### config.mk
export PLATFORM = sky130hd
export DESIGN_NAME = rv32v_vd_writeback
export DESIGN_NICKNAME = d
export VERILOG_FILES = /design/src/rtl/rv32v_types_pkg.sv /design/src/rtl/rv32v_vreg_group_mask.sv /design/src/rtl/rv32v_vd_writeback.sv
export SDC_FILE = /design/constraint.sdc
export NUM_CORES = 1
export LEC_CHECK = 0
export ABC_AREA = 1
export BUFFER_PORTS_ARGS = -buffer_cell sky130_fd_sc_hd__buf_4
export CORE_MARGIN = 2
export CORE_UTILIZATION = 40
export DETAILED_ROUTE_END_ITERATION = 6
export GPL_TIMING_DRIVEN = 0
export PLACE_DENSITY = 0.67
export SETUP_SLACK_MARGIN = 0.2
export SLEW_MARGIN = 20
export SYNTH_ARGS = -nofsm -noshare
export SYNTH_HDL_FRONTEND = slang
export SYNTH_SLANG_ARGS = --single-unit
### constraint.sdc
create_clock -name CLK -period 2.4 [get_ports CLK]
set_clock_uncertainty 0.05 [all_clocks]
set_input_delay 0.48 -clock CLK [delete_from_list [all_inputs] [get_ports CLK]]
set_output_delay 0.48 -clock CLK [all_outputs]
set_load 0.02 [all_outputs]
### src/rtl/rv32v_types_pkg.sv
// Shared RV32V types: element width, element offset, writeback FSM states.
// Define RV32V_WB_SCOREBOARD_EN to build the vd_busy group-mask logic.
package rv32v_types_pkg;

   typedef enum logic [1:0] {
      SEW8  = 2'd0,
      SEW16 = 2'd1,
      SEW32 = 2'd2
   } sew_t;

   typedef logic [6:0] offset_t;

   localparam int VLEN_BYTES = 16;
   localparam int MAX_LMUL   = 8;

   typedef enum logic [1:0] {
      IDLE  = 2'd0,
      RUN   = 2'd1,
      FINAL = 2'd2,
      DONE  = 2'd3
   } vwb_state_t;

endpackage

### src/rtl/rv32v_vreg_group_mask.sv
// Register-group mask: marks the G registers an instruction writes,
// starting at vd and wrapping modulo 32. Used by RV32V_WB_SCOREBOARD_EN.
module rv32v_vreg_group_mask
   import rv32v_types_pkg::*;
#(
   parameter int VL_W = 8
) (
   input  logic [4:0]      vd,
   input  sew_t            eew,
   input  logic [VL_W-1:0] vl,
   output logic [31:0]     mask
);

   localparam int BW = VL_W + 2;
   localparam int SH = $clog2(VLEN_BYTES);

   logic [BW-1:0] bytes;
   logic [BW-1:0] g_raw;
   logic [3:0]    g;

   // Group size: bytes written rounded up to whole registers, capped at MAX_LMUL
   always_comb begin
      bytes = {2'b00, vl} << eew;
      g_raw = (bytes + BW'(VLEN_BYTES - 1)) >> SH;
      g     = (g_raw > BW'(MAX_LMUL)) ? 4'(MAX_LMUL) : 4'(g_raw);
   end

   // One bit per register in the group, indices wrap at 32
   always_comb begin
      mask = '0;
      for (int i = 0; i < MAX_LMUL; i++) begin
         if (4'(i) < g) mask[5'(vd + 5'(i))] = 1'b1;
      end
   end

endmodule

### src/rtl/rv32v_vd_writeback.sv
// Vector destination writeback: two elements per beat into the RF write port.
// Define RV32V_WB_SCOREBOARD_EN to drive vd_busy; otherwise it is tied to 0.
module rv32v_vd_writeback
   import rv32v_types_pkg::*;
#(
   parameter int NUM_LANES = 2,
   parameter int VL_W      = 8
) (
   input  logic                  CLK,
   input  logic                  nRST,
   input  logic                  start,
   output logic                  start_ready,
   input  logic [4:0]            start_vd,
   input  sew_t                  start_eew,
   input  logic [VL_W-1:0]       start_vl,
   input  logic [VL_W-1:0]       start_vstart,
   input  logic                  flush,
   input  logic                  res_valid,
   output logic                  res_ready,
   input  logic [1:0][31:0]      res_data,
   output logic                  wen,
   output logic [4:0]            vd,
   output offset_t               vd_offset,
   output sew_t                  eew,
   output logic [VL_W-1:0]       vl,
   output logic [1:0][31:0]      w_data,
   output logic                  done,
   output logic [31:0]           vd_busy
);

   localparam int STEP = NUM_LANES;

   vwb_state_t      state, state_n;
   logic [VL_W-1:0] ofs;
   logic [VL_W:0]   ofs_nxt;
   logic            accept;
   logic            start_go;
   logic            empty;
   logic            wen_q;

   assign start_ready = (state == IDLE);
   assign res_ready   = (state == RUN) && !flush;
   assign accept      = res_ready && res_valid;
   assign start_go    = start && start_ready && !flush;
   assign empty       = (start_vl == '0) || (start_vstart >= start_vl);
   assign ofs_nxt     = {1'b0, ofs} + (VL_W+1)'(STEP);
   assign wen         = wen_q && !flush;
   assign done        = (state == DONE) && !flush;

   // Next state; flush wins over everything, including a same-cycle start
   always_comb begin
      state_n = state;
      unique case (state)
         IDLE:    if (start_go) state_n = empty ? DONE : RUN;
         RUN:     if (accept && (ofs_nxt >= {1'b0, vl})) state_n = FINAL;
         FINAL:   state_n = DONE;
         DONE:    state_n = IDLE;
         default: state_n = IDLE;
      endcase
      if (flush) state_n = IDLE;
   end

   // State, instruction setup, element offset and registered write port
   always_ff @(posedge CLK or negedge nRST) begin
      if (!nRST) begin
         state     <= IDLE;
         ofs       <= '0;
         wen_q     <= 1'b0;
         vd        <= '0;
         vd_offset <= '0;
         eew       <= SEW8;
         vl        <= '0;
         w_data    <= '0;
      end else begin
         state <= state_n;
         wen_q <= accept;
         if (start_go) begin
            vd  <= start_vd;
            eew <= start_eew;
            vl  <= start_vl;
            ofs <= start_vstart;
         end
         if (accept) begin
            vd_offset <= ofs[6:0];
            w_data    <= res_data;
            ofs       <= ofs_nxt[VL_W-1:0];
         end
      end
   end

`ifdef RV32V_WB_SCOREBOARD_EN
   logic [31:0] grp_mask;

   rv32v_vreg_group_mask #(
      .VL_W (VL_W)
   ) u_mask (
      .vd   (start_vd),
      .eew  (start_eew),
      .vl   (start_vl),
      .mask (grp_mask)
   );

   // Busy mask held from the cycle after start until the cycle after done
   always_ff @(posedge CLK or negedge nRST) begin
      if (!nRST) begin
         vd_busy <= '0;
      end else if (flush || (state == DONE)) begin
         vd_busy <= '0;
      end else if (start_go) begin
         vd_busy <= grp_mask;
      end
   end
`else
   assign vd_busy = '0;
`endif

endmodule

==> impl_metrics.tcl, run 1 <==
set metrics [dict create \
    postLayoutCellArea_sq_um 6620 \
    ir_worst_vdd_v 0.000589 \
    place_hpwl_mm 8.58 \
    wl_mm 11.3 \
    wl_per_cell_um 12.2 \
    timing.final.hold_violations 0 \
    critPathLaunchType "flip-flop" \
    worst_pin_slew_ns 0.875 \
    worstSetupPathType "flip-flop to flip-flop" \
    num_rows 39 \
    drt_iter0_drc 212 \
    detail-route-antenna-nets 0 \
    numCtsBuffers 9 \
    critPathSlowestCell "dfrtp_2" \
    worstHoldPathType "input port to async pin" \
    synth_top_family_by_area "simple AND/OR/NAND/NOR gates" \
    worstPathCellList "ha_4 -> xor2_2 -> ha_1 -> nand2_1 -> nor2_1 -> nand2_1 -> nand3_2 -> nand2_1 -> nand2_1 -> nand2_1 -> nand2_1 -> nand2_1 -> nand2_2 -> nand2_1 -> nand2_1 -> nand2_1" \
    worstRegToRegCells 16 \
    cts_buffer_depth 2 \
    start_util_pct 40.7 \
    synth_area_per_cell_sq_um 8.42 \
    cts_tree "done" \
    dpl-instance-area_sq_um 6270 \
    grtUsageTotal_pct 18.1 \
    p_per_area_nw_per_um2 1220 \
    cp.required_ns 2.57 \
    gp_congestion 0.804 \
    status "finished clean" \
    mostFrequentLayoutCells "276 x nand2_1, 220 x buf_4, 96 x dfrtp_1, 36 x inv_1, 32 x conb_1" \
    fp.dieW_um 111 \
    clkTransAtPathRegs_ns 0.07 \
    antenna_found_initial 0 \
    io_buffers 181 \
    setup_viol 0 \
    synthXorXnorAreaFrac_pct 0.760 \
    grt_remaining_overflow 0 \
    period_needed_ns 2.00 \
    num-fill-cells 1046 \
    cpMostUsedCell "nand2_1" \
    synth_fa_ha_area_share_pct 5.70 \
    fin_setup_tns_ns 0 \
    synth_area_sq_um 4610 \
    grt_pass1_wl_mm 18.8 \
    relSlewSlack_pct 41.7 \
    area_growth_pct 43.5 \
    h-tree-depth 3 \
    fin_crit_sh_pct 83.1 \
    synth-simple-area-share_pct 25.8 \
    worstPathArrival_ns 2.17 \
    diodes 0 \
    worstPathMaxFanout 4 \
    synth_cells 548 \
    io_pins 214 \
    insertion_delay_ns 0.32 \
    max_stage_delay_ns 0.45 \
    firstDrtPassIters 4 \
    drive_gt1_share_pct 34.3 \
    grt_setup_unrepaired "no" \
    synth_compound_area_share_pct 3.74 \
    first_global_vias 3969 \
    die_area_sq_um 12400 \
    layout_commonest_cell "nand2_1" \
    drv_slew 0 \
    grt_max_degree 98 \
    synth_cell_type_count 26 \
    fp.coreArea_sq_um 11300 \
    synthMuxAreaShare_pct 0 \
    detail_route.vias_per_cell 4.42 \
    drc_errors 0 \
    yosysSeqAreaShare_pct 52.6 \
    nets 886 \
    endpoint_kind "flip-flop" \
    num_vias 4069 \
    yosys_register_bits 97 \
    yosysWarningCount 0 \
    fmax_ghz 0.501 \
    die_y_um 111 \
    cts-root-buf "clkbuf_16" \
    clock_sinks 97 \
    p_leak_nw 3.81 \
    maxCapViolCount 0 \
]
-- synth_stat cells --
master    number  area, sq um
o21ai_0       17         85.1
a31oi_1        1         6.26
o221ai_1       1         8.76
inv_2          5         18.8
inv_4          1         6.26
nand2_2        2         12.5
buf_2          8         40.0
nand3_1        7         35.0
buf_4         38          285
nor3_4         1         16.3
nor3_1         2         10.0
a22oi_1        1         7.51
nand2_1      278         1040
nor2_1        11         41.3
nand2_8        1         20.0
buf_6          3         33.8
inv_1         36          135
xor2_1         4         35.0
ha_1          21          263
conb_1         1         3.75
dfrtp_1       97         2430
a21o_1         1         7.51
a21oi_1        4         20.0
o211ai_1       4         30.0
o21bai_1       1         7.51
nand4_1        2         12.5
-- path summary, 6_finish.rpt --
path | startpoint | endpoint | slack (ns)
hold / removal | nRST | w_data[28] | 0.18
hold reg to reg | vd[2] | vd[2] | 0.43
setup reg to reg | ofs[2] | state[0] | 0.40
max in group asynchronous | nRST | ofs[2] | 1.50
min in group CLK | res_data[42] | w_data[42] | 0.29
setup / recovery | ofs[2] | state[0] | 0.40
-- cell families (layout without fill, tap and decap cells) --
logic type                 Yosys count  count (layout)
and+or+nand+nor                    304             304
DFF                                 97              97
buffers and inverters               91             290
AOI/OAI and AO/OA                   30              30
adders and majority gates           21              21
xor gates and xnor gates             4               4
other                                1              32
-- where the power goes --
| part | total (W) | leakage [nW] | switching [W] | internal, W |
|---|---|---|---|---|
| logic | 0.00388 | 2.45 | 0.00223 | 0.00165 |
| clock network | 0.00135 | 0.140 | 0.000607 | 0.000740 |
| registers | 0.00285 | 1.21 | 0.000460 | 0.00239 |
| total | 0.00808 | 3.81 | 0.00330 | 0.00478 |
-- worst max-delay path, delay by kind of cell, from the launching register on --
kind / cells / cell delay, ns
AND/OR/NAND/NOR: 13 / 0.80
adder cells (fa/ha/maj): 2 / 0.46
flip-flops: 1 / 0.45
XOR/XNOR: 1 / 0.15
-- layout make-up --
class	count	area [sq um]	share of cell area, %
buffer	49	359	5.43
tap	143	179	2.70
timing repair buffer	183	1380	20.8
clock inverter	5	40.0	0.605
sequential	97	2430	36.7
inverter	42	160	2.42
multi-input combinational	391	1830	27.6
clock buffer	11	243	3.67
-- flip-flops by register name, summed over array words and instances (netlist names) --
register	flops
state	2
w_data	64
ofs	8
vl	8
vd_offset	7
vd	5
wen_q	1
eew	2
-- stage by stage --
step                      setup slack [ns]  hold slack (ns)  total power [W]  util (%)  instances
after global placement               0.348            0.412          0.00660      55.3        903
after floorplan                      0.548            0.134          0.00501         -        579
after global routing                 0.186            0.261          0.00868      58.4        921
final                                0.405            0.180          0.00808      58.4        921
after CTS                            0.309            0.230          0.00808      57.9        919
after detailed placement             0.324            0.414          0.00670      55.4        903
-- metal layers --
| metal | global-route usage [%] | wire, um | up-vias |
|---|---|---|---|
| li1 | - | - | 2055 |
| met1 | 24.2 | 4900 | 1859 |
| met2 | 30.2 | 5420 | 145 |
| met3 | 4.52 | 787 | 10 |
| met4 | 3.95 | 146 | 0 |
| met5 | 0 | 0 | - |
-- repair_timing --
item,4_1_cts,5_1_grt
setup endpoints to repair,0,2
hold buffers,0,0
gates resized for setup,0,11
buffers inserted,0,2
No activity file was read; power rests on OpenSTA's default activity.
==> run 2: changes to the inputs <==
Clock period 2.4 ns to 2.1 ns, I/O delays scaled along.
==> impl_metrics.tcl, run 2 (synthesized netlist as in run 1, its figures left out) <==
set metrics [dict create \
    status "finished clean" \
    swShare_pct 40.8 \
    start_util_pct 40.7 \
    path_buf_inv 0 \
    max_stage_delay_ns 0.45 \
    cts-root-buf "clkbuf_16" \
    fp.dieW_um 111 \
    worstPathArrival_ns 2.17 \
    maxCapViolCount 0 \
    p_per_area_nw_per_um2 1400 \
    cts_tree "done" \
    io_buffers 181 \
    dpl-instance-area_sq_um 6270 \
    clkPwrFrac_pct 16.5 \
    antenna_found_initial 0 \
    critPathLaunchType "flip-flop" \
    cpMostUsedCell "nand2_1" \
    drive_gt1_share_pct 35.8 \
    grt_remaining_overflow 0 \
    clock_sinks 97 \
    cts_buffer_depth 2 \
    h-tree-depth 3 \
    fmax_ghz 0.499 \
    combPwrFrac_pct 48.5 \
    regMostFlops "w_data" \
    numCtsBuffers 9 \
    diodes 0 \
    p_leak_nw 3.84 \
    wl_per_cell_um 12.3 \
    fin_crit_sh_pct 95.4 \
    worstRegToRegCells 16 \
    cp.depth 16 \
    clkTransAtPathRegs_ns 0.07 \
    drt_iter0_drc 212 \
    critPathSlowestCell "dfrtp_2" \
    instances_no_fill 927 \
    postLayoutCellArea_sq_um 6700 \
    internal_power_w 0.00554 \
    die_area_sq_um 12400 \
    finalPower_w 0.00936 \
    cp.required_ns 2.27 \
    io_pins 214 \
    num_vias 4099 \
    mostFrequentLayoutCells "274 x nand2_1, 226 x buf_4, 94 x dfrtp_1, 35 x inv_1, 32 x conb_1" \
    grt_setup_unrepaired "yes" \
    drv_slew 0 \
    relSlewSlack_pct 41.6 \
    r2r_setup_slack_ns 0.1 \
    dp.cells 903 \
    num_rows 39 \
    layout_commonest_cell "nand2_1" \
    worstPathCellList "ha_4 -> xor2_2 -> ha_1 -> nand2_1 -> nor2_1 -> nand2_1 -> nand3_2 -> nand2_1 -> nand2_1 -> nand2_1 -> nand2_1 -> nand2_1 -> nand2_2 -> nand2_2 -> nand2_1 -> nand2_1" \
    area_growth_pct 45.3 \
    detail-route-antenna-nets 0 \
    detail_route.vias_per_cell 4.42 \
    gp_congestion 0.804 \
    insertion_delay_ns 0.32 \
    setup_viol 0 \
    grtUsageTotal_pct 18.2 \
    grt_pass1_wl_mm 18.9 \
    r2r-start "ofs[2]" \
    place_hpwl_mm 8.58 \
    grt_max_degree 98 \
    rr_endpoint "state[0]" \
    nets 892 \
    power_frac_seq_pct 35.0 \
    cp-startpoint "ofs[2]" \
    reg_top3 "w_data (64), ofs (8), vl (8)" \
    largest_reg_flops 64 \
    fp.coreArea_sq_um 11300 \
    finalWorstSetupSlack_ns 0.0967 \
    firstDrtPassIters 4 \
    p_switching_w 0.00382 \
    timing.final.hold_violations 0 \
    worst_pin_slew_ns 0.876 \
    num-fill-cells 1035 \
    worstHoldPathType "input port to async pin" \
    cp-endpoint "state[0]" \
    pre_cts_ws_ns 0.0242 \
    ir_worst_vdd_v 0.000673 \
    first_global_vias 3995 \
    fin_setup_tns_ns 0 \
    cp_top_family "simple AND/OR/NAND/NOR gates" \
    endpoint_kind "flip-flop" \
    drc_errors 0 \
    period_needed_ns 2.00 \
    worstSetupPathType "flip-flop to flip-flop" \
    die_y_um 111 \
    wl_mm 11.4 \
    worstPathMaxFanout 3 \
]
## run 2: changes by cell type in the layout (fill, tap and decap cells not counted), sizes merged
cell    delta
clkbuf     +1
buf        +5
## run 2: cell type report
class | instances | area, sq um | share of cell area [%]
plain buffers | 49 | 362 | 5.40
clock buffers | 11 | 243 | 3.62
clock inverters | 5 | 40.0 | 0.597
inverters | 42 | 163 | 2.43
multi-input cells | 391 | 1860 | 27.8
flip-flops and latches | 97 | 2430 | 36.3
well taps | 143 | 179 | 2.67
repair buffers | 189 | 1420 | 21.2
## run 2: metal layers
metal	GRT usage, %	vias to the layer above	share of wire (%)	routed length [um]
met5	0	-	0	0
met2	30.2	145	48	5460
li1	-	2069	-	-
met3	4.57	12	6.9	782
met4	4.20	0	1.4	163
met1	24.3	1873	44	5000
## run 2: worst min-delay path by stage
stage / startpoint / endpoint / slack, ns / cells after the start
floorplan: nRST / eew[0] / 0.07 / 0
global placement: vd[4] / vd[4] / 0.41 / 2
detailed placement: eew[0] / eew[0] / 0.41 / 2
CTS: nRST / w_data[28] / 0.17 / 1
global route: nRST / w_data[28] / 0.20 / 1
finish: nRST / w_data[28] / 0.11 / 1
## run 2: power groups by stage
stage	Clock, W	Combinational, W	Sequential, W
6_report	0.00154	0.00454	0.00328
5_1_grt	0.00166	0.00499	0.00339
4_1_cts	0.00158	0.00445	0.00325
3_5_place_dp	0	0.00439	0.00327
3_3_place_gp	0	0.00430	0.00324
2_1_floorplan	0	0.00156	0.00416
## run 2: timing repair
| action | CTS | global route |
|---|---|---|
| hold buffers | 0 | 0 |
| buffers inserted | 2 | 6 |
| setup endpoints to repair | 2 | 14 |
| gates resized for setup | 4 | 19 |
| pin swaps | 5 | 3 |
## run 2: per-stage QoR
stage          hold slack, ns  util [%]
3_5_place_dp            0.414      55.4
5_1_grt                 0.198      59.2
4_1_cts                 0.170      58.1
6_report                0.107      59.2
3_3_place_gp            0.412      55.3
2_1_floorplan          0.0744         -
==> run 3: changes to the inputs <==
Settings changed: ABC_AREA 1 to not set, CORE_UTILIZATION 40 to 47, PLACE_DENSITY 0.67 to 0.77.
==> impl_metrics.tcl, run 3 <==
set metrics [dict create \
    reg_top3 "w_data (64), ofs (8), vl (8)" \
    drc_errors 0 \
    fin_crit_sh_pct 103 \
    final_util_pct 68.0 \
    regMostFlops "w_data" \
    cp.depth 9 \
    io_pins 214 \
    place_hpwl_mm 8.72 \
    worstPathCellList "ha_4 -> nand2_4 -> nor2_2 -> xor2_1 -> ha_1 -> and3_4 -> nand4_1 -> a41oi_2 -> mux2i_1" \
    fmax_ghz 0.462 \
    yosys_register_bits 97 \
    antenna_found_initial 0 \
    first_global_vias 3713 \
    p_switching_w 0.00394 \
    diodes 0 \
    period_needed_ns 2.16 \
    clkPwrFrac_pct 12.6 \
    insertion_delay_ns 0.36 \
    grt_pass1_wl_mm 17.3 \
    die_area_sq_um 10600 \
    ir_worst_vdd_v 0.000716 \
    detail_route.vias_per_cell 4.58 \
    grt_setup_unrepaired "yes" \
    nets 846 \
    dp.cells 845 \
    grtUsageTotal_pct 20.9 \
    internal_power_w 0.00542 \
    fp.dieW_um 103 \
    worstSetupPathType "flip-flop to flip-flop" \
    gp_congestion 0.889 \
    clock_sinks 97 \
    setup_viol 2 \
    h-tree-depth 3 \
    fin_setup_tns_ns -0.0966 \
    yosysWarningCount 0 \
    largest_reg_flops 64 \
    worstHoldPathType "input port to async pin" \
    status "finished, violations left" \
    critPathSlowestCell "dfrtp_2" \
    cts_tree "done" \
    worst_pin_slew_ns 0.868 \
    violations "setup timing" \
    cp-startpoint "ofs[2]" \
    max_stage_delay_ns 0.46 \
    cts_buffer_depth 2 \
    synth_cells 500 \
    num_rows 36 \
    start_util_pct 47.8 \
    yosysSeqAreaShare_pct 52.7 \
    num_vias 3990 \
    cp.required_ns 2.33 \
    grt_max_degree 98 \
    wl_per_cell_um 13.1 \
    p_leak_nw 3.73 \
    combPwrFrac_pct 50.9 \
    worstRegToRegCells 9 \
    path_buf_inv 0 \
    synth_edf_count 0 \
    drive_gt1_share_pct 38.8 \
    numCtsBuffers 9 \
    endpoint_kind "flip-flop" \
    synth_area_leader_cell "dfrtp_1" \
    synth_top_area_share_pct 52.7 \
    finalWorstSetupSlack_ns -0.0637 \
    swShare_pct 42.1 \
    worstPathArrival_ns 2.40 \
    relSlewSlack_pct 42.1 \
    cp_top_family "adder cells" \
    die_y_um 103 \
    firstDrtPassIters 4 \
    instances_no_fill 871 \
    synth_area_per_cell_sq_um 9.21 \
    drt_iter0_drc 88 \
    worstPathMaxFanout 4 \
    r2r_setup_slack_ns -0.06 \
    power_frac_seq_pct 36.5 \
    cp-endpoint "state[0]" \
    synth_cell_type_count 40 \
    detail-route-antenna-nets 0 \
    clkTransAtPathRegs_ns 0.10 \
    synth_area_sq_um 4600 \
    r2r-start "ofs[2]" \
    area_growth_pct 42.4 \
    fp.coreArea_sq_um 9640 \
    cts-root-buf "clkbuf_8" \
    drv_slew 0 \
    maxCapViolCount 0 \
    io_buffers 181 \
    post-synth-top-count-cell "nand2_1" \
    synth-main-ff-cell "dfrtp_1" \
    p_per_area_nw_per_um2 1430 \
    async_reset_ff_share_pct 100 \
    grt_remaining_overflow 0 \
    yosys-top-cells-count "226 x nand2_1, 97 x dfrtp_1, 43 x buf_4" \
    synth_area_leaders "dfrtp_1 53%, nand2_1 18%, buf_4 7.0%" \
    timing.final.hold_violations 0 \
    wl_mm 11.4 \
    critPathLaunchType "flip-flop" \
    layout_commonest_cell "buf_4" \
    rr_endpoint "state[0]" \
    mostFrequentLayoutCells "233 x buf_4, 225 x nand2_1, 92 x dfrtp_1, 32 x conb_1" \
]
-- run 3: worst min-delay path by stage --
stage | end | startpoint | cells past startpoint | slack (ns)
2_1_floorplan | eew[0] | nRST | 0 | 0.07
3_3_place_gp | w_data[24] | w_data[24] | 2 | 0.41
3_5_place_dp | w_data[51] | w_data[51] | 2 | 0.41
4_1_cts | w_data[37] | nRST | 1 | 0.12
5_1_grt | w_data[37] | nRST | 1 | 0.14
6_report | w_data[37] | nRST | 1 | 0.07
-- run 3: power by group through the flow --
stage	Sequential, W	Combinational [W]	Clock, W
finish	0.00342	0.00476	0.00118
global route	0.00353	0.00523	0.00129
CTS	0.00342	0.00470	0.00121
detailed placement	0.00346	0.00462	0
global placement	0.00340	0.00451	0
floorplan	0.00439	0.00163	0
-- run 3: per-stage QoR --
step / total power [W] / cell area [sq um] / worst slack, ns / hold slack (ns)
final: 0.00935 / 6560 / -0.0637 / 0.0708
after global routing: 0.0100 / 6560 / -0.148 / 0.143
after CTS: 0.00934 / 6500 / -0.0951 / 0.125
after detailed placement: 0.00807 / 6270 / -0.112 / 0.414
after global placement: 0.00791 / 6260 / -0.0501 / 0.409
after floorplan: 0.00602 / 4740 / 0.137 / 0.0744
-- run 3: layout make-up --
cell class / instances / area [sq um]
inverter: 20 / 75.1
fill: 804 / 3080
multi-input combinational: 362 / 1880
timing repair buffer: 191 / 1440
buffer: 52 / 372
clock inverter: 5 / 46.3
tap: 133 / 166
sequential: 97 / 2430
clock buffer: 11 / 141
-- run 3: per-layer routing --
layer  up-vias  global-route usage [%]  part of all wire [%]
met1      1829                    26.8                    42
li1       1970                       -                     -
met4         0                    7.49                   2.0
met5         -                       0                     0
met3        19                    4.14                   8.1
met2       172                    35.3                    48
-- run 3: repair_timing --
action / CTS / global route
pin swaps: 4 / 5
resized for setup: 5 / 6
buffers inserted: 4 / 6
hold buffers: 0 / 0
endpoints found under the setup margin: 4 / 4
-- run 3: kinds of logic (layout without fill, tap and decap cells) --
group	after synthesis	count (layout)	synth area share, %
simple gates	256	256	22.8
other cells	1	32	0.0815
mux	15	15	3.48
compound gates	33	33	4.51
flops	97	97	52.7
buf+inv	72	279	9.70
fa+ha+maj	21	21	5.71
xor+xnor	5	5	0.952
